<file path="src/rtl/solar_stepper_drv.sv">
// Two-axis (tilt/pan) unipolar stepper driver for the solar tracker.
// A shared prescaler paces steps; each axis runs an OFF/MOVE/HOLD machine.
module solar_stepper_drv #(
    parameter int STEP_DIV   = 1000,
    parameter int HOLD_TICKS = 4,
    parameter int POS_INIT   = 100,
    parameter int POS_MAX    = 200
) (
    input  logic       clk,
    input  logic       rst,
    input  logic       en,
    input  logic       mn,
    input  logic       ms,
    input  logic       me,
    input  logic       mw,
    output logic [3:0] tilt_coil,
    output logic [3:0] pan_coil,
    output logic [7:0] tilt_pos,
    output logic [7:0] pan_pos,
    output logic       tilt_busy,
    output logic       pan_busy,
    output logic       lim_n,
    output logic       lim_s,
    output logic       lim_e,
    output logic       lim_w,
    output logic [1:0] tilt_state,
    output logic [1:0] pan_state
);

    typedef enum logic [1:0] {
        ST_OFF  = 2'd0,
        ST_MOVE = 2'd1,
        ST_HOLD = 2'd2
    } axis_state_t;

    localparam int PW = (STEP_DIV > 1) ? $clog2(STEP_DIV) : 1;
    localparam int HW = (HOLD_TICKS > 1) ? $clog2(HOLD_TICKS) : 1;

    localparam logic [PW-1:0] DIV_LAST  = PW'(STEP_DIV - 1);
    localparam logic [HW-1:0] HOLD_LAST = HW'(HOLD_TICKS - 1);
    localparam logic [7:0]    POS_MAX8  = 8'(POS_MAX);
    localparam logic [7:0]    POS_INIT8 = 8'(POS_INIT);

    function automatic logic [3:0] coil_of(input logic [1:0] phase);
        logic [3:0] c;
        case (phase)
            2'd0:    c = 4'b1100;
            2'd1:    c = 4'b0110;
            2'd2:    c = 4'b0011;
            default: c = 4'b1001;
        endcase
        return c;
    endfunction

    // Step prescaler; held at zero while disabled so re-enable gives a full period.
    logic [PW-1:0] div_cnt;
    logic          tick;

    always_ff @(posedge clk) begin
        if (rst || !en) begin
            div_cnt <= '0;
        end else if (div_cnt == DIV_LAST) begin
            div_cnt <= '0;
        end else begin
            div_cnt <= div_cnt + 1'b1;
        end
    end

    assign tick = en && (div_cnt == DIV_LAST);

    // Index 0 is tilt (mn up / ms down), index 1 is pan (me up / mw down).
    // Conflicting requests on one axis cancel out.
    logic [1:0] up_req;
    logic [1:0] dn_req;

    assign up_req = {me & ~mw, mn & ~ms};
    assign dn_req = {mw & ~me, ms & ~mn};

    for (genvar g = 0; g < 2; g++) begin : g_axis
        axis_state_t   state_q;
        logic [1:0]    phase_q;
        logic [1:0]    phase_nx;
        logic [HW-1:0] hold_q;
        logic [7:0]    pos_q;
        logic [7:0]    pos_nx;
        logic [3:0]    coil_q;
        logic          busy_q;
        logic          lim_hi_q;
        logic          lim_lo_q;
        logic          step_up;
        logic          step_dn;
        logic          step;

        // Soft limits turn a request into "no request" so position never wraps.
        always_comb begin
            step_up  = up_req[g] && (pos_q != POS_MAX8);
            step_dn  = dn_req[g] && (pos_q != 8'd0);
            step     = step_up || step_dn;
            phase_nx = step_up ? phase_q + 2'd1 : phase_q - 2'd1;
            pos_nx   = step_up ? pos_q + 8'd1 : pos_q - 8'd1;
        end

        always_ff @(posedge clk) begin
            if (rst) begin
                state_q  <= ST_OFF;
                phase_q  <= 2'd0;
                hold_q   <= '0;
                pos_q    <= POS_INIT8;
                coil_q   <= 4'b0000;
                busy_q   <= 1'b0;
                lim_hi_q <= (POS_INIT8 == POS_MAX8);
                lim_lo_q <= (POS_INIT8 == 8'd0);
            end else if (!en) begin
                // Coils released immediately; position and phase are kept for resume.
                state_q <= ST_OFF;
                hold_q  <= '0;
                coil_q  <= 4'b0000;
                busy_q  <= 1'b0;
            end else if (tick) begin
                if (step) begin
                    state_q  <= ST_MOVE;
                    phase_q  <= phase_nx;
                    pos_q    <= pos_nx;
                    hold_q   <= '0;
                    coil_q   <= coil_of(phase_nx);
                    busy_q   <= 1'b1;
                    lim_hi_q <= (pos_nx == POS_MAX8);
                    lim_lo_q <= (pos_nx == 8'd0);
                end else begin
                    case (state_q)
                        ST_MOVE: begin
                            state_q <= ST_HOLD;
                            hold_q  <= '0;
                            busy_q  <= 1'b0;
                        end
                        ST_HOLD: begin
                            if (hold_q == HOLD_LAST) begin
                                state_q <= ST_OFF;
                                hold_q  <= '0;
                                coil_q  <= 4'b0000;
                            end else begin
                                hold_q <= hold_q + 1'b1;
                            end
                        end
                        default: begin
                            state_q <= ST_OFF;
                            coil_q  <= 4'b0000;
                            busy_q  <= 1'b0;
                        end
                    endcase
                end
            end
        end
    end

    assign tilt_coil  = g_axis[0].coil_q;
    assign tilt_pos   = g_axis[0].pos_q;
    assign tilt_busy  = g_axis[0].busy_q;
    assign lim_n      = g_axis[0].lim_hi_q;
    assign lim_s      = g_axis[0].lim_lo_q;
    assign tilt_state = g_axis[0].state_q;

    assign pan_coil   = g_axis[1].coil_q;
    assign pan_pos    = g_axis[1].pos_q;
    assign pan_busy   = g_axis[1].busy_q;
    assign lim_e      = g_axis[1].lim_hi_q;
    assign lim_w      = g_axis[1].lim_lo_q;
    assign pan_state  = g_axis[1].state_q;

endmodule

</file>
<file path="config.mk">
export PLATFORM = sky130hd
export DESIGN_NAME = solar_stepper_drv
export DESIGN_NICKNAME = d
export VERILOG_FILES = /design/src/rtl/solar_stepper_drv.sv
export SDC_FILE = /design/constraint.sdc
export NUM_CORES = 1
export LEC_CHECK = 0
export CAP_MARGIN = 10
export CORE_MARGIN = 2
export CORE_UTILIZATION = 49
export CTS_CLUSTER_SIZE = 14
export DETAILED_ROUTE_END_ITERATION = 6
export PLACE_DENSITY_LB_ADDON = 0.08
export SYNTH_ARGS = -nofsm -noshare
export SYNTH_HDL_FRONTEND = slang
export SYNTH_SLANG_ARGS = --single-unit
</file>
<file path="constraint.sdc">
create_clock -name clk -period 2.53 [get_ports clk]
set_input_delay 0.506 -clock clk [delete_from_list [all_inputs] [get_ports clk]]
set_output_delay 0.506 -clock clk [all_outputs]
set_load 0.01 [all_outputs]
</file>
======== Word-level counts from Yosys, hierarchy flattened ========
Index checks and enable logic that the tools add are counted.
Widths: inputs -> output; s select.
cells by class
  add/subtract/negate cells ............... 11
  multipliers ............................. 0
  div/mod/pow operators ................... 0
  $lt $le $gt $ge ......................... 0
  equality and inequality tests ........... 21
  shift operators ......................... 0
  mux-type cells .......................... 28
  bitwise logic cells ..................... 9
  reductions and logical operators ........ 29
operator list
  kind                   count
  $pmux 4 s3             2
  $mux 2                 10
  $add 8x1->8 const B    2
  $eq 8x8->1 const B     2
  $logic_not 8->1        2
  $mux 4                 4
  $mux 8                 2
  $ne 8x8->1 const B     2
  $pmux 2 s2             4
  $pmux 4 s2             2
  $reduce_bool 8->1      2
  $sub 8x1->8 const B    2
  $eq 2x2->1 const B     6
  $reduce_and 2->1       6
  $reduce_and 3->1       4
  $add 10x1->10 const B  1
  $eq 10x10->1 const B   1
  $add 2x1->2 const B    4
  $eq 2x1->1 const B     4
  $ne 2x2->1 const B     4
  $ne 3x3->1 const B     2
  $reduce_bool 3->1      2
  $logic_and 1x1->1      5
  $not 1->1              5
  7 further kinds        18
word-level totals
  flip-flop bits (word level) ............. 52
  latch bits .............................. 0
  bits in writable memories ............... 0
  memory bits (read-only) ................. 0
  bits of input ports ..................... 7
  output and inout port bits .............. 34
  word-level logic and storage cells ...... 115
  memories kept ........................... 0

======== Logic depth before layout (Yosys ltp) ========
  depth in word-level cells ............... 7
  depth in mapped cells ................... 11
  depth with buffers taken out ............ 11

======== Least setup slack after synthesis ========
No wires, ideal clock.
  kind .................................... input-to-reg
  start ................................... input port mw
  end ..................................... register g_axis[1].lim_hi_q, in the netlist lim_e
  setup time .............................. 0.057 ns
  arrival time ............................ 2.594 ns
  required time ........................... 2.473 ns
  setup slack ............................. -0.121 ns
  stages on the path ...................... 10
  buffers on the path ..................... 0
  cells stage by stage .................... nand2b_1 a41oi_1 inv_1 ha_1 a21o_1 a221oi_2 xnor2_1 nor4_2 nor4b_2 a21o_1
between the ends
  word-level cells in the longest chain between the ends .. 5
  elaborated cells between the ends (all ways) .. 9
  those cells by class .................... 1 x eq/ne; 1 x mux; 3 x bitwise; 4 x reduce/logical
RTL lines
  element                                         line     RTL
  start: declaration                              15       input logic mw,
  $not 1->1                                       76       assign up_req = {me & ~mw, mn & ~ms};
  $and 1x1->1                                     76
  $logic_and 1x1->1                               96       step_up = up_req[g] && (pos_q != POS_MAX8);
  $mux 8 or $logic_or 1x1->1 (tied branches)      100, 98
  $eq 8x8->1 or $reduce_and 3->1 (tied branches)  -
  end signal: assignment                          111      lim_hi_q <= (POS_INIT8 == POS_MAX8);
  end signal: assignment                          127      lim_hi_q <= (pos_nx == POS_MAX8);
  end: declaration                                88       logic lim_hi_q;
Several ways; a longest one is shown, not always the timed one.
A chain may end at the register's enable or synchronous reset.

======== Worst setup path in the final report ========
  start ................................... register g_axis[0].pos_q[3], in the netlist tilt_pos[3]
  end ..................................... register g_axis[0].lim_lo_q, in the netlist lim_s
between the ends
  word-level cells in the longest chain between the ends .. 4
  elaborated cells between the ends (all ways) .. 10
  those cells by class .................... 2 x add/sub; 1 x eq/ne; 1 x mux; 6 x reduce/logical
RTL lines
  element                                                              line  RTL
  start: declaration                                                   84    logic [7:0] pos_q;
  start signal: assignment                                             123   pos_q <= pos_nx;
  parallel branches: the longest is 4 deep, another holds $sub 8x1->8  -
  end signal: assignment                                               112   lim_lo_q <= (POS_INIT8 == 8'd0);
  end signal: assignment                                               128   lim_lo_q <= (pos_nx == 8'd0);
  end: declaration                                                     89    logic lim_lo_q;
Parallel ways; which one is timed is not known.

==> metrics.csv <==
metric,value,unit
hold_class,reg -> reg,
path_common_cell,nand2_2,
antenna_found_initial,0,
hold_start,lim_w,
synthToLayoutAreaGrowth,48.3,%
clkTransAtPathRegs,90,ps
ys_ff_latch,52,
drtPass1Iterations,4,
place_worst_setup_slack,-630,ps
timing.final.crit_share,99.6,%
critPathKind,reg -> reg,
power_frac_clock,29.8,%
synth.area.mux_share,0.679,%
vias,2783,
postSynthCellCount,337,
cp-start-kind,flop,
p_switching,0.377,mW
p_int,1.13,mW
syn_area_per_cell,8.75,um2
final_max_slew_viol_count,0,
synth-edff-count,0,
dieArea,6650,um2
synth_xor_area_share,8.91,%
ir_drop,282,uV
cpLargestDelayFamily,compound AO/OA/AOI/OAI gates,
fillers,440,
grt_max_degree,20,
wirelength,7.52,mm
worstPathArrival,2720,ps
hold_violations,0,
clock-root-buffer,clkbuf_8,
drive_gt1_share,30.9,%
rsz0062_at_grt,yes,
yosys.area_share.adder,10.3,%
core_area,5850,um2
yosys_warnings,0,
hold-path-endpoint,lim_w,
holdBufCountCts,0,
clock.fmax,0.397,GHz
cts_buffer_depth,2,
syn-cell-area,2950,um2
cp_cell_sequence,"nor4bb_4, nand2_2, nand2_4, buf_12, ha_4, a21oi_2, nand2_2, a2111o_1, a31oi_1, xnor2_1, a31o_1",
antenna_cells,0,
slowest_delay,380,ps
cp.buffers_inverters,1,
tightest_slew,433,ps
fin_worst_skew,6.09,ps
outcome,"complete, no violations",
wl_per_cell,14.3,um
final.min_clock_period,2520,ps
synthesis.nets,367,
reg2reg_to,lim_s,
rr_worst_depth,11,
grt_pass1_wl,12.8,mm
grt_pass1_vias,2733,
p_leak,1.75,nW
cts_inserted_buffers,5,
drtIter0Drc,114,
worstPathRequired,2730,ps
setup_viol,0,
synth_simple_gate_area_share,24.4,%
clock-sinks,52,
power.density,345,nW/um2
antenna_left,0,
cts_tree,done,
synth_compound_area_share,17.2,%
crit_fanout,7,
hpwl,5.39,mm
synth_cell_types,61,
overflow,0,
insertion_delay,300,ps
postSynth.asyncResetShare,0,%
via_per_inst,5.30,
numPortBuffers,40,
drcViolationCount,0,
finalPower,1.51,mW
initial_core_util,50.4,%
slowest_stage,a2111o_1,
seq_power_share,54.4,%
die_y,81.6,um
grt.total_usage,24.6,%
ys.flop_type,dfxtp_1,
num_io_pins,41,
placed_cell_area,3920,um2
synth_seq_area_share,35.3,%
nets,480,
final_util,74.7,%
rr_startpoint,tilt_pos[3],
fin_area,4370,um2
row_count,28,
die_width,81.6,um
cp-end-kind,flop,
worstHoldPathCells,2,
finalWorstSetupSlack,9.31,ps
r2r_slack,9,ps
swShare,25.0,%
place.gp.congestion,0.855,
h-tree-depth,2,
power_frac_comb,15.8,%
slew_headroom,71.1,%
synth_top_family_by_area,simple AND/OR/NAND/NOR gates,
cap_violations,0,
[timing repair]
| item | CTS | global route |
|---|---|---|
| pin swaps | 17 | 20 |
| gates resized for setup | 38 | 21 |
| buffers inserted | 10 | 2 |
| setup endpoints to repair | 9 | 8 |
[cells by family (layout without fill, tap and decap cells)]
group	Yosys count	count (layout)
AOI/OAI and AO/OA	73	73
DFF	52	52
buffers and inverters	21	134
muxes	2	2
and+or+nand+nor	136	136
xor gates and xnor gates	30	30
adders and majority gates	23	23
[stage by stage]
step / setup TNS, ps / std cells / hold slack (ps)
final: 0 / 525 / 441
after global routing: -311 / 525 / 468
after CTS: 0 / 525 / 444
after floorplan: 0 / 337 / 413
after detailed placement: -5700 / 508 / 433
after global placement: -5110 / 508 / 424
[per-layer routing]
layer / global-route usage, % / wire length (um) / vias up / share of wire, %
li1: - / - / 1417 / -
met1: 31.7 / 3410 / 1312 / 45
met5: 0 / 0 / - / 0
met4: 5.76 / 85 / 0 / 1.1
met2: 43.5 / 3820 / 45 / 51
met3: 3.08 / 197 / 9 / 2.6
[final cells by class]
class                      instances  area (um2)  area share (%)
tap                               75        93.8            2.15
clock buffer                       5        68.8            1.57
sequential                        52        1050            24.0
timing repair buffer             115         995            22.8
inverter                          12        52.6            1.20
multi-input combinational        264        2100            48.0
clock inverter                     2        12.5           0.286
[layout by cell type, fill, tap and decap left out, drive strengths merged, types with 2 or more instances in the layout]
cell / n
dlygate4sd2: 2
nor2: 44
ha: 21
a31o: 2
and3: 4
a211oi: 4
inv: 11
nand2b: 9
xor2: 13
fa: 2
a32o: 2
clkinv: 2
nor2b: 6
o21ai: 14
mux2i: 2
clkdlybuf4s50: 36
buf: 75
nand4: 3
o21a: 3
a22o: 2
clkbuf: 7
nand3: 12
nor4b: 3
nand4b: 2
nor4: 5
xnor2: 17
and2: 4
nor3: 8
and3b: 2
nand2: 29
dfxtp: 52
a21o: 7
o211ai: 5
a21oi: 21
o31ai: 2
[worst register-to-register path: cells and delay by family (launching register included)]
family / cells / cell delay, ps
adders and majority gates: 1 / 210
xor gates and xnor gates: 1 / 140
buffers and inverters: 1 / 140
and+or+nand+nor: 4 / 590
AOI/OAI and AO/OA: 4 / 1000
DFF: 1 / 340
[synth_stat cells (3+ instances only)]
library cell | count | area share, %
a211oi_1 | 3 | 0.76
a21o_1 | 7 | 1.8
a21oi_1 | 20 | 3.4
and2_1 | 3 | 0.64
and3_1 | 4 | 0.85
clkbuf_1 | 5 | 0.64
dfxtp_1 | 52 | 35
ha_1 | 21 | 8.9
inv_1 | 11 | 1.4
nand2_1 | 28 | 3.6
nand2b_1 | 9 | 1.9
nand3_1 | 12 | 2.0
nand4_1 | 3 | 0.64
nor2_1 | 43 | 5.5
nor2b_1 | 6 | 1.3
nor3_1 | 8 | 1.4
o211ai_1 | 5 | 1.3
o21a_1 | 3 | 0.76
o21ai_0 | 13 | 2.2
xnor2_1 | 17 | 5.1
xor2_1 | 13 | 3.9
[sequential cells by signal (all words and copies together) (netlist names), 2 cells and up]
| signal | count |
|---|---|
| tilt_pos | 8 |
| pan_state | 2 |
| g_axis.phase_q | 4 |
| pan_coil | 4 |
| pan_pos | 8 |
| tilt_coil | 4 |
| g_axis.hold_q | 4 |
| div_cnt | 10 |
| tilt_state | 2 |
[power by group through the flow]
stage,clock [mW],sequential [mW],combinational (mW)
final,0.450,0.820,0.237
after global routing,0.492,0.821,0.262
after CTS,0.460,0.820,0.231
after detailed placement,0,0.839,0.185
after global placement,0,0.839,0.184
after floorplan,0,0.839,0.108
[worst max path at each step]
| stage | from | to | depth (start not counted) |
|---|---|---|---|
| after floorplan | mw | lim_e | 10 |
| after global placement | mw | lim_e | 11 |
| after detailed placement | mn | lim_s | 10 |
| after CTS | mw | lim_e | 11 |
| after global routing | tilt_pos[2] | lim_s | 12 |
| final | tilt_pos[3] | lim_s | 11 |
Note: power is estimated with default switching activity, not from simulation.
==> edit (same flow settings) <==
The parameter `STEP_DIV` goes from 1000 to 2000.
--- a/src/rtl/solar_stepper_drv.sv
+++ b/src/rtl/solar_stepper_drv.sv
@@ -3,3 +3,3 @@
 module solar_stepper_drv #(
-    parameter int STEP_DIV   = 1000,
+    parameter int STEP_DIV   = 2000,
     parameter int HOLD_TICKS = 4,
Check against the original RTL: same outputs for any inputs over 10 cycles, from zero or initial values and one cycle with rst high; that may be too few to reach the edited logic, so the function may still have changed.
==> edit against the original RTL <==
- the run now ends with setup timing left
- non-clock buffer count decreased by 10
- power grew 4.1%
- worst setup slack got worse by 0.38 ns
- design area down 3.8%
- hold slack better by 0.0083 ns
- sequential cell count increased by 1
- die area about the same
- cell count fell by 1.7%
- wire length is 1.9% lower
- area after synthesis is essentially flat
- via count is 0.14% higher
==> edit: results (changes against the original RTL) <==
- Status: complete, but fails checks
- Failing checks: setup timing
- CP delay by family, top: simple AND/OR/NAND/NOR gates
- VDD IR max: 0.000234 V (-17%)
- Leak Pwr: 1.67 nW (-5.0%)
- Worst-margin pin slew: 0.341 ns (-0.0920 ns)
- Synth Area in Adders: 0.0985 (-0.00420)
- Mux cell area share after synthesis: 0.0204 (+0.0136)
- Critical Path Max Stage Delay: 0.56 ns (+0.18 ns)
- Seq/Total Area, Yosys: 0.360 (+0.00694)
- Place WS: -0.709 ns (-0.0786 ns)
- Routed vias: 2,787 (+0.14%)
- Critical-path top delay cell: or4_4
- Placed Area: 0.00391 mm^2 (-0.41%)
- Final setup fails: 6 (+6)
- PnR worst setup slack: -0.373 ns (-0.383 ns)
- WL/cell: 14.3 um (-0.15%)
- Synth cell count leaders: 53 x dfxtp_1, 47 x nor2_1, 28 x a21oi_1, 24 x nand2_1, 20 x ha_1
- Crit Path Max Fanout: 3 (-4)
- Fin Setup TNS: -1.65 ns (-1.65 ns)
- Share of cells above drive strength 1: 0.254 (-0.0549)
- Avg Cell Area, Syn: 8.74 um^2 (about the same)
- Clock Skew: 0.0108 ns (+0.00469 ns)
- First-pass GRT wire length: 12,100 um (-5.6%)
- Largest cells by area after synthesis: dfxtp_1 36%, ha_1 8.5%, nor2_1 6.0%, a21oi_1 4.8%, xnor2_1 4.5%
- Largest register FFs: 11 (+1)
- Hpwl dp: 5490 um (+2.0%)
- Fill cells: 453 (+3.0%)
- Yosys cell types: 49 (-20%)
- Placed cell count: 502 (-1.2%)
- Initial DRC Count: 104 (-8.8%)
- IO buf count: 40 (unchanged)
- Compound-cell area share of the yosys netlist: 0.177 (+0.00474)
- Vias in the first global route: 2,699 (-1.2%)
- XOR/XNOR share of the synthesized area: 0.0951 (+0.00598)
- GRT Total Usage: 0.232 (-0.0142)
- Post-synth net total: 366 (-0.27%)
- Gp weighted congestion: 0.876 (+2.5%)
- Sw power: 418 uW (+11%)
==> edit: cell types whose count changed after synthesis, moves of 5 or more <==
cell	change
o211ai_1	-5
a21oi_1	+8
a211o_1	+6
nand3_1	-6
==> edit: layout make-up <==
cell class                 instances  area (um^2)  area share
clock buffer                       5         68.8      0.0164
clock inverter                     3         28.8     0.00685
inverter                          15         60.1      0.0143
multi-input combinational        260         1970       0.469
sequential                        53         1070       0.255
tap                               75         93.8      0.0223
timing repair buffer             105          911       0.217
==> edit: worst paths after layout <==
path               from         end  slack [ns]  cells past startpoint
max          pan_pos[1]       lim_w       -0.37                     11
min reg2reg  div_cnt[0]  div_cnt[0]        0.45                      1
min          div_cnt[0]  div_cnt[0]        0.45                      1
max reg2reg  pan_pos[1]       lim_w       -0.37                     11
==> edit: layer usage <==
| metal | global-route usage | share of wire | vias to the layer above | wire (um) |
|---|---|---|---|---|
| met5 | 0 | 0 | - | 0 |
| met4 | 0.0763 | 0.013 | 0 | 97 |
| met3 | 0.0330 | 0.036 | 10 | 269 |
| met2 | 0.417 | 0.50 | 53 | 3720 |
| met1 | 0.282 | 0.45 | 1327 | 3290 |
| li1 | - | - | 1397 | - |
==> edit: power by group through the flow <==
| stage | clock (mW) | sequential, mW | combinational (mW) |
|---|---|---|---|
| CTS | 0.532 | 0.834 | 0.215 |
| global route | 0.561 | 0.835 | 0.239 |
| global placement | 0 | 0.853 | 0.185 |
| finish | 0.515 | 0.834 | 0.220 |
| detailed placement | 0 | 0.853 | 0.187 |
| floorplan | 0 | 0.853 | 0.114 |
==> edit: what timing repair did <==
item	4_1_cts	5_1_grt
pin swaps	15	10
endpoints found under the setup margin	11	12
setup buffers	5	1
gates resized for setup	23	7
